$ cat config.mk
export PLATFORM = sky130hd
export DESIGN_NAME = mem_port_arbiter
export DESIGN_NICKNAME = d
export VERILOG_FILES = /design/src/rtl/mem_arb_pkg.sv /design/src/rtl/arb_watchdog.sv /design/src/rtl/mem_port_arbiter.sv
export SDC_FILE = /design/constraint.sdc
export NUM_CORES = 1
export LEC_CHECK = 0
export BUFFER_PORTS_ARGS = -buffer_cell sky130_fd_sc_hd__buf_2
export CAP_MARGIN = 20
export CORE_MARGIN = 8
export CORE_UTILIZATION = 45
export CTS_CLUSTER_SIZE = 12
export DETAILED_ROUTE_END_ITERATION = 16
export PLACE_DENSITY = 0.82
export SLEW_MARGIN = 40
export SYNTH_ARGS = -nofsm -noshare
export SYNTH_HDL_FRONTEND = slang
export SYNTH_HIERARCHICAL = 1
export SYNTH_SLANG_ARGS = --single-unit
$ cat constraint.sdc
create_clock -name g_clk -period 3.05 [get_ports g_clk]
set_input_delay 0.4575 -clock g_clk [delete_from_list [all_inputs] [get_ports g_clk]]
set_output_delay 0.4575 -clock g_clk [all_outputs]
set_load 0.005 [all_outputs]
$ cat src/rtl/mem_arb_pkg.sv
// Shared types for the memory port arbiter.
// State and grant encodings, default bus widths.
package mem_arb_pkg;

  localparam int ARB_AW = 16;
  localparam int ARB_DW = 16;

  typedef enum logic [1:0] {
    IDLE   = 2'd0,
    ACCESS = 2'd1,
    DONE   = 2'd2
  } state_e;

  typedef enum logic {
    GNT_I = 1'b0,
    GNT_D = 1'b1
  } gnt_e;

endpackage

$ cat src/rtl/arb_watchdog.sv
// Access watchdog: 8-bit cycle counter that
// flags expiry when it reaches TIMEOUT.
module arb_watchdog #(
  parameter int unsigned TIMEOUT = 255
) (
  input  logic clk_i,
  input  logic rst_ni,
  input  logic clr_i,
  input  logic en_i,
  output logic expired_o
);

  logic [7:0] cnt_q;
  logic [7:0] cnt_d;

  always_comb begin
    cnt_d = cnt_q;
    if (clr_i) begin
      cnt_d = '0;
    end else if (en_i) begin
      cnt_d = cnt_q + 8'd1;
    end
  end

  always_ff @(posedge clk_i or negedge rst_ni) begin
    if (!rst_ni) begin
      cnt_q <= '0;
    end else begin
      cnt_q <= cnt_d;
    end
  end

  assign expired_o = (cnt_q == 8'(TIMEOUT));

endmodule

$ cat src/rtl/mem_port_arbiter.sv
// Shares one memory port between fetch and data paths
// with alternating priority and a watchdog abort.
module mem_port_arbiter
  import mem_arb_pkg::*;
#(
  parameter int          AW      = ARB_AW,
  parameter int          DW      = ARB_DW,
  parameter int unsigned TIMEOUT = 255
) (
  input  logic          g_clk,
  input  logic          g_clr,
  input  logic          i_req,
  input  logic [AW-1:0] i_addr,
  output logic [DW-1:0] i_dout,
  output logic          i_odv,
  input  logic          d_req,
  input  logic          d_we,
  input  logic [AW-1:0] d_addr,
  input  logic [DW-1:0] d_din,
  output logic [DW-1:0] d_dout,
  output logic          d_odv,
  output logic          m_req,
  output logic          m_we,
  output logic [AW-1:0] m_addr,
  output logic [DW-1:0] m_wdata,
  input  logic [DW-1:0] m_rdata,
  input  logic          m_ack,
  output logic          busy,
  output logic          err
);

  state_e        state_q;
  gnt_e          gnt_q;
  gnt_e          last_win_q;
  logic          m_req_q;
  logic          m_we_q;
  logic [AW-1:0] m_addr_q;
  logic [DW-1:0] m_wdata_q;
  logic [DW-1:0] i_dout_q;
  logic [DW-1:0] d_dout_q;
  logic          i_odv_q;
  logic          d_odv_q;
  logic          err_q;
  logic          busy_q;

  logic contested;
  logic pick_d;
  logic expired;

  assign contested = i_req & d_req;
  assign pick_d    = d_req & (~i_req | (last_win_q == GNT_I));

  arb_watchdog #(
    .TIMEOUT(TIMEOUT)
  ) u_wdog (
    .clk_i    (g_clk),
    .rst_ni   (g_clr),
    .clr_i    (state_q != ACCESS),
    .en_i     (state_q == ACCESS),
    .expired_o(expired)
  );

  always_ff @(posedge g_clk or negedge g_clr) begin
    if (!g_clr) begin
      state_q    <= IDLE;
      gnt_q      <= GNT_I;
      last_win_q <= GNT_I;
      m_req_q    <= 1'b0;
      m_we_q     <= 1'b0;
      m_addr_q   <= '0;
      m_wdata_q  <= '0;
      i_dout_q   <= '0;
      d_dout_q   <= '0;
      i_odv_q    <= 1'b0;
      d_odv_q    <= 1'b0;
      err_q      <= 1'b0;
      busy_q     <= 1'b0;
    end else begin
      i_odv_q <= 1'b0;
      d_odv_q <= 1'b0;
      err_q   <= 1'b0;
      case (state_q)
        IDLE: begin
          if (i_req || d_req) begin
            state_q <= ACCESS;
            m_req_q <= 1'b1;
            busy_q  <= 1'b1;
            gnt_q   <= pick_d ? GNT_D : GNT_I;
            if (contested) begin
              last_win_q <= pick_d ? GNT_D : GNT_I;
            end
            m_we_q   <= pick_d & d_we;
            m_addr_q <= pick_d ? d_addr : i_addr;
            if (pick_d) begin
              m_wdata_q <= d_din;
            end
          end
        end
        ACCESS: begin
          // ack on the expiry cycle still wins
          if (m_ack || expired) begin
            state_q <= DONE;
            m_req_q <= 1'b0;
            err_q   <= ~m_ack;
            if (gnt_q == GNT_I) begin
              i_odv_q  <= 1'b1;
              i_dout_q <= m_ack ? m_rdata : '0;
            end else begin
              d_odv_q <= 1'b1;
              if (!m_we_q) begin
                d_dout_q <= m_ack ? m_rdata : '0;
              end
            end
          end
        end
        DONE: begin
          state_q <= IDLE;
          busy_q  <= 1'b0;
        end
        default: begin
          state_q <= IDLE;
          m_req_q <= 1'b0;
          busy_q  <= 1'b0;
        end
      endcase
    end
  end

  assign m_req   = m_req_q;
  assign m_we    = m_we_q;
  assign m_addr  = m_addr_q;
  assign m_wdata = m_wdata_q;
  assign i_dout  = i_dout_q;
  assign d_dout  = d_dout_q;
  assign i_odv   = i_odv_q;
  assign d_odv   = d_odv_q;
  assign err     = err_q;
  assign busy    = busy_q;

endmodule

==> results.md <==
- Pre-CTS setup slack: 0.706 ns
- Die W: 105 µm
- Worst Tran Pin Value: 0.730 ns
- Combinational fraction of design power: 36.6%
- #FFs+latches synth: 82
- Internal Pwr Total: 2.84 mW
- Num CTS Buffers: 9
- Final period util: 73.1%
- Post-Syn Nets: 314
- Max-cap violations: 0
- R2R depth: 7
- # H-tree levels: 3
- Clock power frac: 19.4%
- Switch share: 30.6%
- CP Launch Type: flip-flop
- TritonCTS clock tree: yes
- Hold buffers post-CTS: 0
- DRC Markers: 0
- Gate Count Post-Synth: 243
- Final nets: 454
- Top cell by count, worst path: nor2_1
- Pins over their slew limit: 0
- Syn avg cell area: 14.5 µm²
- Normalized max-slew margin: 51.3%
- Status: complete, no violations
- All-Layer GR Usage: 15.0%
- FILL cells: 621
- GR Overflow Total: 0
- Row cnt: 32
- Final core utilization: 59.1%
- Setup TNS: 0 ns
- Largest net degree at the start of global routing: 83
- Core region area: 7650 µm²
- Power per cell area: 906 nW/µm²
- Clock sinks: 82
- Antenna cells: 0
- Post_cts resized: 0
- Main synth FF type: dfrtp_1
- Root Buffer: clkbuf_8
- Area grow syn2layout: 28.1%
- Initial Utilization: 46.1%
- Worst hold path type: in2async
- Port Buffer Count: 139
- Final WL: 8130 µm
- Critical path required time: 3.29 ns
- Pre-Repair DR Iteration Count: 4
- Flop pwr share: 44.1%
- Distinct cell type count after synthesis: 32
- Maximum VDD drop: 0.000495 V
- Minimum clock period: 2.23 ns
- Die area: 10900 µm²
- Initial antenna violation count: 0
- Post-synth EDFFs: 0
- Critical Path, Cell by Cell: ha_1 -> nand3_1 -> nor2_1 -> nor2_1 -> nor4b_4 -> buf_4 -> mux2_2
- Gpl congestion: 0.744
- Ys Warns: 6
- Seq/Total Area, Yosys: 58.2%
- Slowest cell delay on critical path: 0.43 ns
- Setup repair after global routing missed its margin: false
- Worst-case clock buffer depth: 2
- Leak: 2.26 nW
- Via total after detailed routing: 2429
- Hpwl dp: 6110 µm
- Synth async-reset ratio: 100%
- CP max FO: 16
- Number of global-route vias before repair: 2676
- Fin. Hold Viols: 0
- Number of setup buffers added after CTS: 0
- Net switching power: 1.25 mW
- Endpoints failing setup: 0
- Max Fclk: 449 MHz
- Slowest cell on the critical path: dfrtp_1
- WL per Instance: 16.6 µm
- Final Power: 4.09 mW
- CTS clk-pin slew, worst paths: 0.08 ns
- Antenna viol nets, final: 0
- Die span in y: 105 µm
- Hold slack: 0.119 ns
- Global-route wire length before repair: 13300 µm
- Worst skew pair latency: 0.35 ns
- Vias per inst: 4.96
- Post-Syn Area: 3530 µm²
- Endpoint class of the critical path: flip-flop
- Share of layout cells above drive strength 1: 62.9%
- Setup WS post-layout: 0.821 ns
- Final Skew: 0.00986 ns
- DRT iter0 DRCs: 105
- Crit Path Class: reg2reg
- Boundary Pins: 140
- Crit path arrival time: 2.46 ns
[placed cells by master, fill, tap and decap left out]
cell | Yosys | layout
dfrtp_1 | 82 | 82
a21bo_2 | 1 | 1
clkbuf_8 | 0 | 11
and3_2 | 0 | 1
o21ai_4 | 0 | 1
or3_1 | 3 | 3
mux2i_1 | 1 | 1
o21ai_0 | 5 | 4
nand2b_4 | 1 | 1
mux2_2 | 70 | 70
nand2_1 | 5 | 5
buf_4 | 2 | 2
nor4b_4 | 1 | 1
nor3b_1 | 1 | 1
xnor2_1 | 1 | 1
a22o_1 | 1 | 1
clkinv_2 | 0 | 1
inv_1 | 2 | 2
and2_1 | 17 | 17
bufinv_16 | 0 | 1
nor3_4 | 1 | 1
nand4_4 | 1 | 1
a21o_1 | 1 | 1
clkbuf_1 | 3 | 1
nor2_1 | 9 | 9
mux2_4 | 10 | 10
buf_2 | 5 | 138
a21oi_1 | 3 | 3
and3_1 | 2 | 1
ha_1 | 1 | 1
nand4_1 | 2 | 2
o31ai_1 | 2 | 2
buf_6 | 1 | 2
clkinvlp_4 | 0 | 2
nand3_1 | 3 | 3
xor2_1 | 4 | 4
[final timing paths]
path,startpoint,endpoint,slack (ns)
setup / recovery,u_wdog/cnt_q[0],d_dout[1],0.82
hold / removal,g_clr,i_dout[6],0.12
setup reg to reg,u_wdog/cnt_q[0],d_dout[1],0.82
hold reg to reg,m_req,m_req,0.50
max in group asynchronous,g_clr,m_wdata[15],2.40
min in group g_clk,d_we,m_we,0.33
[cells in the mapped netlist (all sizes together) (2+ instances only)]
| library cell | n | area [µm²] |
|---|---|---|
| buf | 10 | 70.1 |
| or3 | 3 | 18.8 |
| clkbuf | 3 | 11.3 |
| nand3 | 3 | 15.0 |
| and3 | 2 | 12.5 |
| o31ai | 2 | 15.0 |
| nor2 | 9 | 33.8 |
| inv | 2 | 7.51 |
| nand4 | 3 | 33.8 |
| dfrtp | 82 | 2050 |
| xor2 | 4 | 35.0 |
| o21ai | 5 | 25.0 |
| nand2 | 5 | 18.8 |
| a21oi | 3 | 15.0 |
| and2 | 17 | 106 |
| mux2 | 80 | 938 |
[area by class of cell]
type | count | area, µm² | share of cell area, %
clock buffer | 12 | 155 | 3.43
tap | 102 | 128 | 2.82
inverter | 2 | 7.51 | 0.166
clock inverter | 4 | 50.0 | 1.11
sequential | 82 | 2050 | 45.4
multi-input combinational | 146 | 1400 | 31.0
timing repair buffer | 142 | 728 | 16.1
[metrics by stage]
stage / std cells / instance area [µm²]
2_1_floorplan: 243 / 3530
5_1_grt: 490 / 4520
6_report: 490 / 4520
3_3_place_gp: 473 / 4290
3_5_place_dp: 473 / 4290
4_1_cts: 489 / 4500
[critical path: cells and delay by family (launching register included)]
| kind | cells | cell delay (ns) |
|---|---|---|
| and+or+nand+nor | 4 | 0.73 |
| buffers and inverters | 1 | 0.32 |
| muxes | 1 | 0.37 |
| adders and majority gates | 1 | 0.26 |
| DFF | 1 | 0.43 |
[sequential cells by signal, summed over array words and instances, names as in the netlist, 2 cells and up]
register and count:
state_q 2, m_wdata 16, u_wdog/cnt_q 8, d_dout 16, i_dout 16, m_addr 16
[cell families after synthesis]
kind of cell	share of synthesized area [%]
buffers and inverters	2.52
DFF	58.2
muxes	26.9
xor gates and xnor gates	1.24
and+or+nand+nor	8.51
adders and majority gates	0.355
AOI/OAI and AO/OA	2.31
[power by group through the flow]
stage	combinational [mW]	sequential, mW	clock (mW)
2_1_floorplan	0.836	1.84	0
6_report	1.50	1.80	0.794
5_1_grt	1.63	1.86	0.857
3_5_place_dp	1.52	1.82	0
3_3_place_gp	1.47	1.80	0
4_1_cts	1.52	1.81	0.815
[per-layer routing]
layer / routed length [µm] / vias to the layer above / global-route usage (%) / part of all wire (%)
met5: 0 / - / 0 / 0
met4: 159 / 0 / 6.62 / 2.0
met3: 532 / 16 / 4.91 / 6.5
met2: 4270 / 80 / 25.7 / 53
met1: 3170 / 1205 / 16.6 / 39
li1: - / 1128 / - / -
Note: power is estimated with default switching activity, not from simulation.
